`src/rtl/sensor_scan_ctrl.sv`:
```
// sensor_scan_ctrl
// Scans the four baggage-height sensors through one shared conversion
// channel, captures each reading (or 0 on timeout), then fuses the four
// readings into a single registered height.
//
// Ports:
//   clk, rst            clock, asynchronous active-high reset
//   start               frame request, only honoured while idle
//   sel                 shared-channel sensor select (0..3)
//   conv_req            one-cycle conversion request
//   conv_done/conv_data conversion handshake from the front-end
//   sensor1..sensor4    captured readings, held between frames
//   fault_mask          bit i set when sensor i+1 timed out this frame
//   height/height_valid fused height and its one-cycle update strobe
//   busy                high whenever a frame is in progress
module sensor_scan_ctrl #(
    parameter int SETTLE_CYCLES  = 2,
    parameter int TIMEOUT_CYCLES = 16
) (
    input  logic       clk,
    input  logic       rst,
    input  logic       start,
    output logic [1:0] sel,
    output logic       conv_req,
    input  logic       conv_done,
    input  logic [7:0] conv_data,
    output logic [7:0] sensor1,
    output logic [7:0] sensor2,
    output logic [7:0] sensor3,
    output logic [7:0] sensor4,
    output logic [3:0] fault_mask,
    output logic [7:0] height,
    output logic       height_valid,
    output logic       busy
);

    typedef enum logic [2:0] {
        IDLE,
        SETTLE,
        REQ,
        WAIT,
        CALC
    } state_t;

    // Counters run from 0, so the terminal value is one less than the count.
    localparam logic [3:0] SETTLE_LAST = 4'(SETTLE_CYCLES - 1);
    localparam logic [7:0] WAIT_LAST   = 8'(TIMEOUT_CYCLES - 1);

    state_t      state;
    state_t      state_next;
    logic [1:0]  idx;
    logic [3:0]  settle_cnt;
    logic [7:0]  wait_cnt;
    logic [7:0]  readings [4];
    logic        capture;
    logic        capture_fault;
    logic [7:0]  capture_value;
    logic [7:0]  fused_height;

    assign sensor1 = readings[0];
    assign sensor2 = readings[1];
    assign sensor3 = readings[2];
    assign sensor4 = readings[3];

    // A zero reading marks a dead sensor; fall back to the opposite pair
    // when either member of a pair is dead, otherwise average all four.
    function automatic logic [7:0] fuse(input logic [7:0] s1, input logic [7:0] s2,
                                        input logic [7:0] s3, input logic [7:0] s4);
        logic [9:0] sum;
        if (s1 == 8'd0 || s3 == 8'd0) begin
            sum = 10'(s2) + 10'(s4) + 10'd1;
            return 8'(sum >> 1);
        end else if (s2 == 8'd0 || s4 == 8'd0) begin
            sum = 10'(s1) + 10'(s3) + 10'd1;
            return 8'(sum >> 1);
        end else begin
            sum = 10'(s1) + 10'(s2) + 10'(s3) + 10'(s4) + 10'd2;
            return 8'(sum >> 2);
        end
    endfunction

    assign fused_height = fuse(readings[0], readings[1], readings[2], readings[3]);

    // State register.
    always_ff @(posedge clk or posedge rst) begin
        if (rst) begin
            state <= IDLE;
        end else begin
            state <= state_next;
        end
    end

    // Next-state and outputs. sel and conv_req are decoded from state so a
    // reset drops them immediately. conv_done is only looked at in WAIT,
    // and data beats the timeout when both land in the same cycle.
    always_comb begin
        state_next    = state;
        sel           = idx;
        conv_req      = 1'b0;
        busy          = 1'b1;
        capture       = 1'b0;
        capture_fault = 1'b0;
        capture_value = 8'd0;
        case (state)
            IDLE: begin
                sel  = 2'd0;
                busy = 1'b0;
                if (start) begin
                    state_next = SETTLE;
                end
            end
            SETTLE: begin
                if (settle_cnt == SETTLE_LAST) begin
                    state_next = REQ;
                end
            end
            REQ: begin
                conv_req   = 1'b1;
                state_next = WAIT;
            end
            WAIT: begin
                if (conv_done) begin
                    capture       = 1'b1;
                    capture_value = conv_data;
                end else if (wait_cnt == WAIT_LAST) begin
                    capture       = 1'b1;
                    capture_fault = 1'b1;
                end
                if (capture) begin
                    state_next = (idx == 2'd3) ? CALC : SETTLE;
                end
            end
            CALC: begin
                state_next = IDLE;
            end
            default: begin
                state_next = IDLE;
                busy       = 1'b0;
            end
        endcase
    end

    // Datapath: counters, sensor index, captures and the fused result.
    // idx stays at 3 through CALC so sel only moves back to 0 in IDLE.
    always_ff @(posedge clk or posedge rst) begin
        if (rst) begin
            idx          <= 2'd0;
            settle_cnt   <= 4'd0;
            wait_cnt     <= 8'd0;
            fault_mask   <= 4'd0;
            height       <= 8'd0;
            height_valid <= 1'b0;
            for (int i = 0; i < 4; i++) begin
                readings[i] <= 8'd0;
            end
        end else begin
            height_valid <= (state == CALC);
            case (state)
                IDLE: begin
                    if (start) begin
                        idx        <= 2'd0;
                        settle_cnt <= 4'd0;
                        fault_mask <= 4'd0;
                    end
                end
                SETTLE: begin
                    settle_cnt <= settle_cnt + 4'd1;
                end
                REQ: begin
                    wait_cnt <= 8'd0;
                end
                WAIT: begin
                    wait_cnt <= wait_cnt + 8'd1;
                    if (capture) begin
                        readings[idx] <= capture_value;
                        if (capture_fault) begin
                            fault_mask[idx] <= 1'b1;
                        end
                        if (idx != 2'd3) begin
                            idx <= idx + 2'd1;
                        end
                        settle_cnt <= 4'd0;
                    end
                end
                CALC: begin
                    height <= fused_height;
                end
                default: begin
                end
            endcase
        end
    end

endmodule

```
`config.mk`:
```
export PLATFORM = sky130hd
export DESIGN_NAME = sensor_scan_ctrl
export DESIGN_NICKNAME = d
export VERILOG_FILES = /design/src/rtl/sensor_scan_ctrl.sv
export SDC_FILE = /design/constraint.sdc
export NUM_CORES = 1
export LEC_CHECK = 0
export BUFFER_PORTS_ARGS = -buffer_cell sky130_fd_sc_hd__buf_4
export CAP_MARGIN = 25
export CELL_PAD_IN_SITES_DETAIL_PLACEMENT = 0
export CELL_PAD_IN_SITES_GLOBAL_PLACEMENT = 1
export CORE_ASPECT_RATIO = 1.25
export CORE_UTILIZATION = 40
export DETAILED_ROUTE_END_ITERATION = 6
export GPL_TIMING_DRIVEN = 0
export MAX_ROUTING_LAYER = met4
export PLACE_DENSITY_LB_ADDON = 0.1
export SETUP_SLACK_MARGIN = 0.15
export SLEW_MARGIN = 10
export SYNTH_ARGS = -nofsm -noshare
export SYNTH_HDL_FRONTEND = slang
export SYNTH_SLANG_ARGS = --single-unit
```
`constraint.sdc`:
```
create_clock -name clk -period 4.67 [get_ports clk]
set_input_delay 0 -clock clk [delete_from_list [all_inputs] [get_ports clk]]
set_output_delay 0 -clock clk [all_outputs]
set_load 0.05 [all_outputs]
```
; Yosys cells after proc, flatten, opt, wreduce, memory -nomap -nowiden
; Index checks and enable logic that the tools add are counted.
[totals]
inputBits = 12
regBits = 62
elab_cells = 94
output_inout_bits = 49
[op_classes]
n_reduce_logical = 18
muxes = 34
n_eq_ne = 14
magnitude_cmp = 4
bitwise = 2
addsub = 11
[ops]
columns = op, count
row1 = two-way mux 8 bit, 5
row2 = bitwise mux 32 bit, 1
row3 = zero test 8 bit, 4
row4 = adder 8 x 8 -> 9 bit, 3
row5 = "adder 9 x 1 -> 9 bit, second input constant", 2
row6 = demux 8 bit (select 2 bit), 1
row7 = two-way mux 4 bit, 4
row8 = one-hot mux 8 bit (2 select lines), 1
row9 = "!= test 2 bit, second input constant", 7
row10 = two-way mux 3 bit, 4
row11 = one-hot mux 3 bit (4 select lines), 1
row12 = one-hot mux 4 bit (3 select lines), 1
row13 = "adder 10 x 2 -> 10 bit, second input constant", 1
row14 = adder 10 x 8 -> 10 bit, 1
row15 = adder 9 x 8 -> 10 bit, 1
row16 = two-way mux 1 bit, 9
row17 = "adder 8 x 1 -> 8 bit, second input constant", 1
row18 = "== test 8 x 4 -> 1 bit, second input constant", 1
row19 = two-way mux 2 bit, 4
row20 = one-hot mux 4 bit (2 select lines), 1
row21 = AND reduction 4 bit, 2
row22 = "== test 3 x 2 -> 1 bit, second input constant", 2
row23 = AND reduction 3 bit, 2
row24 = "adder 4 x 1 -> 4 bit, second input constant", 1
row25 = other kinds (20), 23

; Depth between registers and ports, before layout
[logic_depth]
ltp_word = 8
ltp_mapped = 12
mapped_depth_nobuf = 12

; Least setup slack after synthesis
; Ideal clock, no wire load.
[synth_timing]
kind = register to register
startpoint = register readings, in the netlist sensor1[2]
endpoint = register height[7]
setup_slack_ns = 1.294
period_less_slack_ns = 3.376
required_time_ns = 4.546
path_stages_with_launch = 13
arrival_ns = 3.252
setup_ns = 0.124
cell_sequence = dfrtp_1 inv_1 fa_1 fa_1 inv_1 ha_1 a21oi_1 a21o_1 nand2_1 o41ai_2 nand2b_1 a221oi_1 a211o_1
[synth_via]
elab_chain_len = 6
[synth_rtl]
columns = element, line
row1 = from (decl), 54  ; logic [7:0] readings [4];
row2 = "from (signal, indexed assignment)", 175  ; readings[idx] <= capture_value;
row3 = adder 8 x 8 -> 9 bit, 77  ; sum = 10'(s1) + 10'(s2) + 10'(s3) + 10'(s4) + 10'd2;
row4 = adder 9 x 8 -> 10 bit, 77
row5 = adder 10 x 8 -> 10 bit, 77
row6 = adder 10 x 2 -> 10 bit, 77
row7 = two-way mux 8 bit, 73  ; end else if (s2 == 8'd0 || s4 == 8'd0) begin
row8 = two-way mux 8 bit *, 70  ; if (s1 == 8'd0 || s3 == 8'd0) begin
row9 = to (signal assigned), 186  ; height <= fused_height;
row10 = to (decl), 32  ; output logic [7:0] height,
; Every way passes the cells marked *; elsewhere a longest branch is shown, timed or not.
; A chain may end at the register's enable or synchronous reset.

; Worst setup path after layout
[layout_timing]
startpoint = register readings, in the netlist sensor2[2]
endpoint = register height[7]
; Same word-level chain as after synthesis.

==> impl_results.md <==
* Status: finished, final reports clean
* Core area at between 10,000 and 15,000 um2
* Tcrit/Tclk final at 0.7221
* Hold_ws at 0.006158 ns
* Seq pwr share at 0.308
* Post-Route WL at between 10,000 and 15,000 um
* Area grow syn2layout at 22.30%
* Die Height at 116.6 um
* Critical Path End Type: flop
* Post-synthesis sequential area ratio at 0.3693
* I/O Buffers at 60
* Syn Nets at about 540
* Largest family of logic cells by synthesized area: compound AO/OA/AOI/OAI gates
* Synth Flop Type: dfrtp_1
* Internal power at 1488 uW
* I/O pin count at 61
* Top cells by area, synth: dfrtp_1 (37%), ha_1 (8.9%), fa_1 (8.1%)
* Switching part of the total at 0.4196
* Clock power frac at 0.263
* Nets at 609
* Avg Inst Size Synth at about 9 um2
* Minimum clock period at 3.372 ns
* Setup Viol. Count Final at 0
* Clk_skew at 0.005106 ns
* Htree depth at 3
* Max VDD drop at 0.3072 mV
* Yosys reg bits at 62
* Number of iterations in the first detailed-routing pass at 4
* Crit-path leading delay family: adder cells
* CP required at 4.88 ns
* Top cell type's share of synthesized area at 0.3693
* Slowest cell on the critical path: fa_1
* Post-CTS setup buffer count at 0
* Remaining Overflow, GRT at 0
* GP Congestion at 0.8304
* Die Area at between 10,000 and 15,000 um2
* Sequence of cells on the critical path: inv_1 -> fa_1 -> fa_1 -> inv_1 -> ha_1 -> a21oi_1 -> a21o_1 -> nand2_1 -> o41ai_2 -> nand2b_1 -> a221oi_1 -> a211o_1
* Fin cells at roughly 680
* Post-synth top area cell: dfrtp_1
* Sink Count at 62
* Crit path kind: flop to flop
* Worst Max-Slew Pin Slew at 0.7845 ns
* Remaining DRCs at 0
* WP data arrival at around 3.6 ns
* Upper clock frequency limit at 0.2965 GHz
* Vias per std cell at 5.142
* Overall Global Routing Usage at 0.2258
* Antenna cell count at 0
* RSZ-0062 raised after global routing: false
* Iteration-0 DRC Markers at 104
* Switch Pwr at 1076 uW
* Most common cell in the netlist: nand2_1
* Async SR Flop Fraction at 1.000
* EDFF count, synth at 0
* Initial Utilization at 0.4136
* Setup ws final at about 1.3 ns
* Largest net degree at the start of global routing at 63
* Synthesized area at around 4200 um2
* CTS Buf Count at 9
* Total Neg Setup Slack at 0 ns
* Row count at 41
* TritonCTS clock tree: built
* Vias at 3,517
* Root buf cell: clkbuf_16
* Min-delay worst type: input pin to flop
* Share of cells above drive strength 1 at 0.1802
* Synthesis Warnings at 0
* CP bufs+invs at 2
* CTS Buffer Depth at 2
* Slew HR at 0.4770
* Synth Instances at 477
* Post-DP HPWL at 8537 um
* Post-synthesis xor/xnor area fraction at 0.03335
* Final hold vios at 0
* Adder and majority cell fraction of the synthesized area at 0.1703
* Leakage at ~0.0026 uW
* CTS resizes at 0
* Antenna Nets Post-Route at 0
* Compound-Gate Fraction of Synth Area at 0.1849
* Clk_lat worst skew at 0.33 ns
* Vias in the first global route at 3,490
* Routed wire per std cell at 16.02 um
* Initial antenna violation count at 0
* Final core utilization at 0.5059
* Worst Path Max Fanout at 5
* Chip Width at between 90 and 100 um
* Final slew viol count at 0
* Commonest cells in the netlist: nand2_1 (78), dfrtp_1 (62), inv_1 (60)
* Synth Area in Simple Gates at 0.1611
* Pre-CTS setup slack at between 1 and 1.5 ns
* Pwr dens at 499.0 nW/um2
* Max-cap violation count at 0
* Placed insts at 666
* Fillers at 980
* Post-synthesis mux area share at 0.01429
* First-pass GRT wire length at 17,910 um
* Worst Setup Start Kind: flop
* Hold-fix buffers, CTS at 2
* Yosys cell types at 53
* CP peak stage delay at 0.51 ns
* Clk slew on worst S/H paths at 0.05 ns
* Combinational share of power at 0.429
-- per-layer routing --
metal / vias to the layer above / wire, um / global-route usage
met1: 1663 / 4631 / 0.2518
met5: - / 0 / -
li1: 1765 / - / -
met2: 73 / 5747 / 0.4029
met4: 0 / 142 / 0.07897
met3: 16 / 437 / 0.04297
-- metrics by stage --
stage,power (uW),instance area (um2)
2_1_floorplan,1598,4202
3_3_place_gp,1886,4813
3_5_place_dp,1905,4816
4_1_cts,2596,5139
5_1_grt,2750,5139
6_report,2564,5139
-- worst paths after layout --
path                                   start     endpoint  slack [ns]  cells after the start
worst max-delay path              sensor2[2]    height[7]        1.30                     12
worst min-delay path            conv_data[5]   sensor2[5]       0.006                      3
worst max register to register    sensor2[2]    height[7]        1.30                     12
worst min register to register     height[0]    height[0]        0.48                      2
max in group asynchronous                rst  wait_cnt[7]        3.76                      3
min in group asynchronous                rst     state[1]        0.38                      3
-- cell usage in the layout, fill, tap and decap left out, types with 3 or more instances in the layout --
cell type,instances
nand3_1,6
clkbuf_16,9
inv_1,59
dfrtp_1,62
buf_2,7
nor4_1,11
and3_1,3
a21oi_1,19
o21ai_1,15
nor3_1,4
fa_1,17
mux2i_1,6
a22o_1,5
nand2b_1,5
nand2_2,5
a21o_1,10
o211ai_1,3
clkbuf_1,4
a31oi_1,5
buf_4,60
xor2_1,8
ha_1,30
nand2_1,78
nor2_1,25
o21ai_0,45
o2bb2ai_1,3
xnor2_1,8
or2_2,3
-- final cells by class --
class	instances	area [um2]	share of cell area
multi-input cells	343	2370	0.4612
flip-flops and latches	62	1551	0.3019
well taps	129	161.4	0.03141
plain buffers	11	51.30	0.009983
clock inverters	3	42.54	0.008279
clock buffers	13	260.3	0.05065
repair buffers	62	470.5	0.09155
inverters	61	231.5	0.04505
-- power by group through the flow --
| stage | clock network, uW | registers [uW] | logic (uW) |
|---|---|---|---|
| 3_3_place_gp | 0 | 795 | 1090 |
| 6_report | 675 | 790 | 1100 |
| 2_1_floorplan | 0 | 946 | 652 |
| 3_5_place_dp | 0 | 798 | 1110 |
| 5_1_grt | 712 | 809 | 1230 |
| 4_1_cts | 693 | 791 | 1110 |
-- state kept, by name (all words and copies together) (netlist names), 3 cells and up --
name and cells:
fault_mask 4, height 8, sensor1 8, sensor2 8, sensor3 8, sensor4 8
settle_cnt 4, state 3, wait_cnt 8
-- cells by family after synthesis --
group,Yosys count
DFF,62
AOI/OAI and AO/OA,126
muxes,6
and+or+nand+nor,148
adders and majority gates,47
xor gates and xnor gates,16
buffers and inverters,72
-- worst min-delay path, stage by stage --
cell,delay (ns)
buf_4,0.11
nand2_1,0.10
o21ai_0,0.08
No activity file was read; power rests on OpenSTA's default activity.
